**config.mk**
```make
export PLATFORM = sky130hd
export DESIGN_NAME = io_input_conditioner
export DESIGN_NICKNAME = d
export VERILOG_FILES = /design/src/rtl/io_input_conditioner.sv
export SDC_FILE = /design/constraint.sdc
export NUM_CORES = 1
export LEC_CHECK = 0
export BUFFER_PORTS_ARGS = -buffer_cell sky130_fd_sc_hd__buf_4
export CORE_MARGIN = 5
export CORE_UTILIZATION = 55
export CTS_CLUSTER_SIZE = 30
export DETAILED_ROUTE_END_ITERATION = 16
export GPL_TIMING_DRIVEN = 1
export PLACE_DENSITY_LB_ADDON = 0.15
export SLEW_MARGIN = 20
export SYNTH_ARGS = -nofsm -noshare
export SYNTH_HDL_FRONTEND = slang
export SYNTH_SLANG_ARGS = --single-unit
export TNS_END_PERCENT = 20
```
**constraint.sdc**
```tcl
create_clock -name clk -period 4 [get_ports clk]
set_input_delay 0.6 -clock clk [delete_from_list [all_inputs] [get_ports clk]]
set_output_delay 0.6 -clock clk [all_outputs]
set_load 0.01 [all_outputs]
```
**src/rtl/io_input_conditioner.sv**
```systemverilog
// Board input conditioning: per-bit synchroniser + debouncer, then a sticky
// button-press latch and saturating press counter on the processor IO bus.

module io_debounce_bit #(
  parameter int DEBOUNCE_CYCLES = 100000,
  parameter int CNT_W           = 17
) (
  input  logic clk,
  input  logic rst,
  input  logic raw,
  output logic clean
);
  localparam logic [CNT_W-1:0] CNT_LAST = CNT_W'(DEBOUNCE_CYCLES - 1);

  logic             s1, s2;
  logic [CNT_W-1:0] cnt;

  always_ff @(posedge clk) begin
    if (rst) begin
      s1    <= 1'b0;
      s2    <= 1'b0;
      cnt   <= '0;
      clean <= 1'b0;
    end else begin
      s1 <= raw;
      s2 <= s1;
      // any cycle agreeing with the clean value restarts the qualification
      if (s2 == clean) begin
        cnt <= '0;
      end else if (cnt == CNT_LAST) begin
        clean <= s2;
        cnt   <= '0;
      end else begin
        cnt <= cnt + CNT_W'(1);
      end
    end
  end
endmodule

module io_input_conditioner #(
  parameter int N_BTN           = 5,
  parameter int N_SW            = 16,
  parameter int DEBOUNCE_CYCLES = 100000,
  parameter int CNT_W           = 17
) (
  input  logic             clk,
  input  logic             rst,
  input  logic [N_BTN-1:0] btn_raw,
  input  logic [N_SW-1:0]  sw_raw,
  output logic [N_BTN-1:0] btn_clean,
  output logic [N_SW-1:0]  sw_clean,
  input  logic [31:0]      io_addr,
  input  logic [31:0]      io_wr_val,
  input  logic             io_write_en,
  input  logic             io_read_en,
  output logic [31:0]      io_rd_val,
  output logic             io_hit
);
  localparam int          NT         = N_BTN + N_SW;
  localparam logic [31:0] ADDR_PRESS = 32'h0002_000C;
  localparam logic [31:0] ADDR_CNT   = 32'h0002_0010;

  typedef struct packed {
    logic [31:0] addr;
    logic [31:0] wdata;
    logic        we;
  } io_req_t;

  io_req_t req;
  assign req = '{addr: io_addr, wdata: io_wr_val, we: io_write_en};

  logic [NT-1:0] raw_all, clean_all;
  assign raw_all = {sw_raw, btn_raw};

  genvar i;
  generate
    for (i = 0; i < NT; i++) begin : g_db
      io_debounce_bit #(
        .DEBOUNCE_CYCLES(DEBOUNCE_CYCLES),
        .CNT_W          (CNT_W)
      ) u_db (
        .clk  (clk),
        .rst  (rst),
        .raw  (raw_all[i]),
        .clean(clean_all[i])
      );
    end
  endgenerate

  assign btn_clean = clean_all[N_BTN-1:0];
  assign sw_clean  = clean_all[NT-1:N_BTN];

  logic [N_BTN-1:0] btn_prev, press, rise, clr;
  logic [7:0]       press_cnt;
  logic             wr_press, wr_cnt;

  assign rise     = btn_clean & ~btn_prev;
  assign wr_press = req.we && (req.addr == ADDR_PRESS);
  assign wr_cnt   = req.we && (req.addr == ADDR_CNT);
  assign clr      = wr_press ? req.wdata[N_BTN-1:0] : '0;

  always_ff @(posedge clk) begin
    if (rst) begin
      btn_prev  <= '0;
      press     <= '0;
      press_cnt <= '0;
    end else begin
      btn_prev <= btn_clean;
      // OR-ing rise after the clear lets a new press beat a same-cycle W1C
      press    <= (press & ~clr) | rise;
      if (wr_cnt)
        press_cnt <= '0;
      else if ((|rise) && (press_cnt != 8'hFF))
        press_cnt <= press_cnt + 8'd1;
    end
  end

  always_comb begin
    io_rd_val = '0;
    io_hit    = 1'b0;
    if (req.addr == ADDR_PRESS) begin
      io_rd_val[N_BTN-1:0] = press;
      io_hit               = 1'b1;
    end else if (req.addr == ADDR_CNT) begin
      io_rd_val[7:0] = press_cnt;
      io_hit         = 1'b1;
    end
  end

  // reads are decoded purely from the address; the strobe carries no state
  logic unused_ok;
  assign unused_ok = ^{io_read_en, req};
endmodule

```
==> run metrics, run 1 <==
CTS sink cnt around 440; area occupied by multi-input gates between 9000 and 10,000 um2; pre-CTS WS around 1.3 ns; first-pass GRT wire length ~57,000 um; Setup-failing EPs final 0; FF-to-FF path depth 6; # diodes 0; Final Max Slew Viols 0; fin worst setup slack ~1.3 ns; number of vias per cell approximately 5.1; cell count after synthesis approximately 2.1k; Clk Tree Root Cell clkbuf_16; Post-DRT Antenna Nets 0; CTS clk-pin slew, worst paths 0.06 ns; Post-Synth Adder-Cell Area 0.0148; I/O pins about 140; total negative slack 0 ns; routability cong. 0.803; Num CTS Buffers 46; # port buffers 90; Min-Delay Startpoint sw_raw[4]; hpwl dp between 20,000 and 25,000 um; CTS resizes 0; max-cap violations 0; cts hold-fix bufs 0; Synth Area per Inst about 9 um2; post-synthesis xor/xnor area fraction 0.160; reg2reg start g_db[20].u_db.cnt[0]; num rows between 60 and 70; worst-path fanout max 10; crit end category output port; WL per Instance between 10 and 15 um; async set-reset flop share out of synthesis 0; Die Ht around 190 um; drt pass-1 iters 4; run status finished, final reports clean; largest family of logic cells by synthesized area simple AND/OR/NAND/NOR gates; DRT iter0 DRCs 475; dpl cell area just under 20,000 um2; FF/Latch Area between 8000 and 9000 um2; simple logic cell fraction of the synthesized area 0.286; Final nets between 2k and 2.5k; Fillers 2,891; Pwr per Cell Area around 420 nW/um2; crit share post-route 0.678; Via Count 13.4k; CTS tree yes; Critical Path RT between 3 and 4 ns; mapped cell area ~19,000 um2; largest net degree at the start of global routing 69; share of layout cells above drive strength 1 0.0790; crit path time final 2.71 ns; wirelength, routed between 30,000 and 40,000 um; H-tree Lvls 2; synth unique cells 44; Die ar. 37,600 um2; placed instance count between 2k and 3k; Synth Area in Compound Gates 0.00975; Tightest Pin Transition around 1.0 ns; arrival time at the worst endpoint between 2 and 2.5 ns; fraction of the yosys area taken by sequential cells 0.471; number of synthesized flops with an enable pin 0; Achievable Freq ~370 MHz; global router's overall resource usage 0.167; VDD IR-drop max 0.000325 V; critical path launch point type primary input; total global routing overflow 0; vias in the first global route 12.9k; sink of the worst hold path g_db[9].u_db.s1; Hold Crit Depth 2; Max-slew headroom 0.302; area delta synth->final 11.7%; Max Clock Skew roughly 0.012 ns; Max clock buf depth 3; clk_lat worst skew 0.54 ns; final cell count without fillers between 2k and 3k; Synth Flop Type dfxtp_1; Crit Path Class in -> out; min-delay worst type in -> reg; Die W 194 um; Final Hold Fails 0; Post-CTS Setup Repair Bufs 0; multiplexer area fraction after synthesis 0.0113; #FFs+latches synth between 400 and 500; post-route design area 20,800 um2; R2R setup slack 1.72 ns; Yosys Warn Count 0; Crit Reg-Reg Endpoint g_db[20].u_db.cnt[7]; area of the core between 30,000 and 40,000 um2; leakage between 6 and 7 nW; Total Power slightly below 9 mW; Initial Util 0.557; number of antenna violations at the first check in global routing 0; # DRC 0; RSZ-0062 raised after global routing no
==> power breakdown <==
group / leakage, nW / internal, mW / switching [mW] / total (mW)
Sequential: 3.54 / 4.39 / 0.0139 / 4.40
Combinational: 2.66 / 0.0633 / 0.0776 / 0.141
Clock: 0.752 / 2.51 / 1.65 / 4.16
==> cell type report <==
type                       instances  area share
clock inverter                    11     0.00415
clock buffer                      71      0.0687
timing repair buffer              93      0.0336
multi-input combinational       1526       0.436
tap                              448      0.0270
inverter                          50     0.00903
sequential                       438       0.422
==> metal layers <==
metal,share of wire,up-vias,routed length (um),global-route usage
met3,0.035,50,1120,0.0321
met2,0.46,131,14600,0.286
li1,-,7051,-,-
met4,0.019,0,611,0.0453
met5,0,-,0,0
met1,0.48,6155,15400,0.216
==> Yosys cell counts, types with 11 or more instances <==
library cell  number  area share
nand4_1           85       0.029
a21oi_1           13      0.0035
inv_1             50       0.010
clkbuf_1          21      0.0042
and4_1            32       0.015
buf_4             56       0.023
nor2b_1           48       0.016
nor2_1           469       0.095
dfxtp_1          438        0.47
and3_1            42       0.014
nand3_1          133       0.036
buf_2             14      0.0038
nand2_1          109       0.022
nor3_1            48       0.013
or3_1             22      0.0074
xnor2_1          160       0.075
nand2b_1          11      0.0037
mux2i_1           21       0.011
xor2_1           180       0.085
ha_1              22       0.015
nor4_1            34       0.011
==> state kept, by name, summed over array words and instances, names as in the netlist <==
| signal | count |
|---|---|
| press_cnt | 8 |
| g_db.u_db.cnt | 357 |
| btn_prev | 5 |
| g_db.u_db.s2 | 21 |
| g_db.u_db.clean | 21 |
| g_db.u_db.s1 | 21 |
| press | 5 |
==> cells by family (layout without fill, tap and decap cells) <==
kind of cell,Yosys count,after routing
flip-flops,438,438
AND/OR/NAND/NOR,1088,1088
adder cells (fa/ha/maj),22,22
other,1,24
buffers and inverters,151,225
XOR/XNOR,340,340
AO/OA/AOI/OAI,31,31
multiplexers,21,21
==> cells in the final DEF, fill, tap and decap left out, drive strengths merged, types with 8 or more instances in the layout <==
cell type / count
nor2: 469
dfxtp: 438
xor2: 180
xnor2: 160
nand3: 133
nand2: 109
buf: 93
nand4: 85
clkbuf: 71
inv: 51
nor3: 48
nor2b: 48
and3: 42
nor4: 34
and4: 32
conb: 24
or3: 22
ha: 22
mux2i: 21
a21oi: 13
nand2b: 11
nand4b: 10
o21ai: 9
or4: 9
clkinv: 8
==> how the worst max path moves through the flow <==
stage           startpoint            to  slack, ns  cells after the start
3_3_place_gp    io_addr[3]  io_rd_val[0]       1.33                      5
6_report        io_addr[3]  io_rd_val[0]       1.29                      5
3_5_place_dp    io_addr[3]  io_rd_val[0]       1.32                      5
2_1_floorplan  io_addr[16]        io_hit       1.72                      5
4_1_cts         io_addr[3]  io_rd_val[0]       1.30                      5
5_1_grt         io_addr[3]  io_rd_val[0]       1.17                      5
==> metrics by stage <==
stage / hold WS [ns] / utilization
global route: 0.247 / 0.622
finish: 0.271 / 0.622
global placement: 0.418 / 0.576
CTS: 0.243 / 0.622
detailed placement: 0.425 / 0.576
floorplan: 0.414 / -
==> critical path: stages <==
cell and delay, ns:
buf_4 0.11, nor3b_1 0.84, a22oi_1 0.14, nor2_1 0.24, buf_4 0.17
No activity file was read; power rests on OpenSTA's default activity.
==> run 2, diff against run 1 <==
Clock period 4 ns to 2.55 ns, I/O delays scaled along.
==> run 2 against run 1 <==
  * Hold slack got worse by 0.21 ns
  * Critical path type unchanged
  * Die area unchanged
  * Highest routed layer unchanged
  * Clock power increased by 48%
  * Setup slack got worse by 0.90 ns
  * Largest power group unchanged
  * Final cell count increased by 0.11%
  * Largest cell class unchanged
  * Critical path depth increased by 1
  * Sequential cell count unchanged
  * Non-clock buffer count increased by 9
  * Wire length decreased by 0.50%
  * Final area decreased by 0.15%
==> run metrics, run 2 (synthesis gave the netlist of run 1 again) <==
Crit path top cell by count buf_4; most frequent cells in the layout nor2_1 (469), dfxtp_1 (438), xor2_1 (180), xnor2_1 (160), nand3_1 (133); vias in the first global route 13.0k (+0.47%); arrival time at the worst endpoint 1.78 ns (-0.33 ns); Min-Delay Startpoint btn_raw[3]; Setup-failing EPs final 0 (unchanged); total negative slack 0 ns (unchanged); crit end category output port; num rows 67 (unchanged); area of the core 33,400 um2 (unchanged); sw frac 0.199 (-0.000589); CTS resizes 0 (unchanged); clk_lat worst skew 0.53 ns (about the same); worst-path fanout max 11 (+1); I/O pins 143 (unchanged); Max clock buf depth 3 (unchanged); Reg with most FFs g_db.u_db.cnt; cts hold-fix bufs 0 (unchanged); CTS sink cnt 438 (unchanged); area delta synth->final 11.5%; Initial Util 0.557 (unchanged); total global routing overflow 0 (unchanged); leakage 6.95 nW (about the same); # diodes 0 (unchanged); Die W 194 um (unchanged); Final Max Slew Viols 0 (unchanged); # port buffers 90 (unchanged); clock share of power 0.463 (-0.015); Die ar. 37,600 um2 (unchanged); hpwl dp 21,800 um (+2.2%); R2R setup slack 0.39 ns (-1.33 ns); NetSw 2.64 mW (+52%); VDD IR-drop max 0.000560 V (+73%); most common cell after layout, fill and taps aside nor2_1; worst path cell trace buf_4 -> nor4_1 -> nand4_1 -> or2_2 -> nor2_1 -> buf_4; Max Clock Skew 0.00862 ns (-0.00295 ns); Max-slew headroom 0.524 (+0.222); H-tree Lvls 2 (unchanged); routability cong. 0.817 (+1.8%); Crit Path Class in -> out; wirelength, routed 31,600 um (-0.50%); Hold Crit Depth 2 (unchanged); max-cap violations 0 (unchanged); Clk Tree Root Cell clkbuf_16; largest net degree at the start of global routing 43 (-38%); critical path launch point type primary input; number of vias per cell 5.07 (-0.14%); Pwr per Cell Area 640 nW/um2 (+53%); number of antenna violations at the first check in global routing 0 (unchanged); # DRC 0 (unchanged); CTS clk-pin slew, worst paths 0.06 ns (about the same); Final Hold Fails 0 (unchanged); crit share post-route 0.849; delay-heaviest family, CP simple AND/OR/NAND/NOR gates; combinational power share 0.017 (about the same); first-pass GRT wire length 56,300 um (-0.70%); Critical Path RT 2.17 ns (-1.23 ns); Post-DRT Antenna Nets 0 (unchanged); worst hold slack 0.0575 ns (-0.214 ns); Post-CTS Setup Repair Bufs 0 (unchanged); max reg flops 357 (unchanged); crit path launch io_addr[20]; CTS tree yes; Via Count 13.4k (-0.030%); DRT iter0 DRCs 593 (+25%); Crit Reg-Reg Endpoint g_db[7].u_db.cnt[4]; drt pass-1 iters 5 (+1); FF-to-FF path depth 4 (-2); Final nets 2,274 (+0.35%); sink of the worst hold path g_db[3].u_db.s1; max incr delay on CP 0.43 ns (-0.41 ns); Achievable Freq ~460 MHz; Fillers 2,921 (+1.0%); Tightest Pin Transition 0.708 ns (-0.338 ns); share of layout cells above drive strength 1 0.0807 (+0.00172); WL per Instance 12.0 um (-0.61%); crit path time final ~2.2 ns; CP max-delay cell or2_2; Num CTS Buffers 45 (-2.2%); final core utilization 0.621 (-0.000935); internal power 10.6 mW (+53%); reg2reg start g_db[7].u_db.cnt[6]; sequential group share of total power 0.520 (+0.014); RSZ-0062 raised after global routing no; run status finished, final reports clean; min-delay worst type in -> reg; Die Ht 194 um (unchanged); Buf/Inv on CP 2 (unchanged); global router's overall resource usage 0.165 (-0.00143)
run 2: changes by cell type in the layout (fill, tap and decap cells not counted):
| cell | previous run | this run |
|---|---|---|
| buf_4 | 93 | 101 |
| clkbuf_16 | 49 | 45 |
| clkbuf_8 | 12 | 15 |
| clkinv_2 | 8 | 6 |
| buf_12 | 0 | 1 |
| bufinv_16 | 1 | 0 |
| clkbuf_1 | 10 | 9 |
| inv_6 | 1 | 0 |
run 2: cell type report:
cell class                 instances  area [um2]  share of cell area
timing repair buffer             102         778              0.0375
clock buffer                      69        1370              0.0658
multi-input combinational       1526        9060               0.437
tap                              448         561              0.0270
inverter                          50         188             0.00904
sequential                       438        8770               0.422
clock inverter                     7        37.5             0.00181
run 2: through the flow:
stage                     area [um2]  std cells  total power, mW  setup slack [ns]
final                          20800       2640             13.3             0.385
after global placement         19400       2564             7.28             0.408
after floorplan                18700       2115             7.22             0.675
after detailed placement       19400       2564             7.29             0.404
after CTS                      20800       2640             13.5             0.354
after global routing           20800       2640             13.8             0.197
run 2: worst max-delay path by stage:
| stage | end | slack, ns | cells past startpoint |
|---|---|---|---|
| after floorplan | g_db[20].u_db.cnt[11] | 0.68 | 9 |
| after global placement | io_rd_val[0] | 0.41 | 6 |
| after detailed placement | g_db[7].u_db.cnt[4] | 0.40 | 4 |
| after CTS | g_db[7].u_db.cnt[4] | 0.35 | 4 |
| after global routing | g_db[7].u_db.cnt[5] | 0.20 | 5 |
| final | io_rd_val[0] | 0.38 | 6 |
run 2: layer usage:
layer | wire (um) | global-route usage | vias up
li1 | - | - | 7044
met1 | 15000 | 0.208 | 6166
met2 | 15000 | 0.291 | 130
met3 | 1100 | 0.0335 | 43
met4 | 533 | 0.0409 | 0
met5 | 0 | 0 | -
run 2: power by group through the flow:
stage               clock (mW)  combinational (mW)  sequential (mW)
floorplan                    0               0.166             7.05
global placement             0               0.226             7.06
detailed placement           0               0.229             7.06
CTS                       6.38               0.230             6.91
global route              6.68               0.255             6.91
finish                    6.16               0.227             6.91
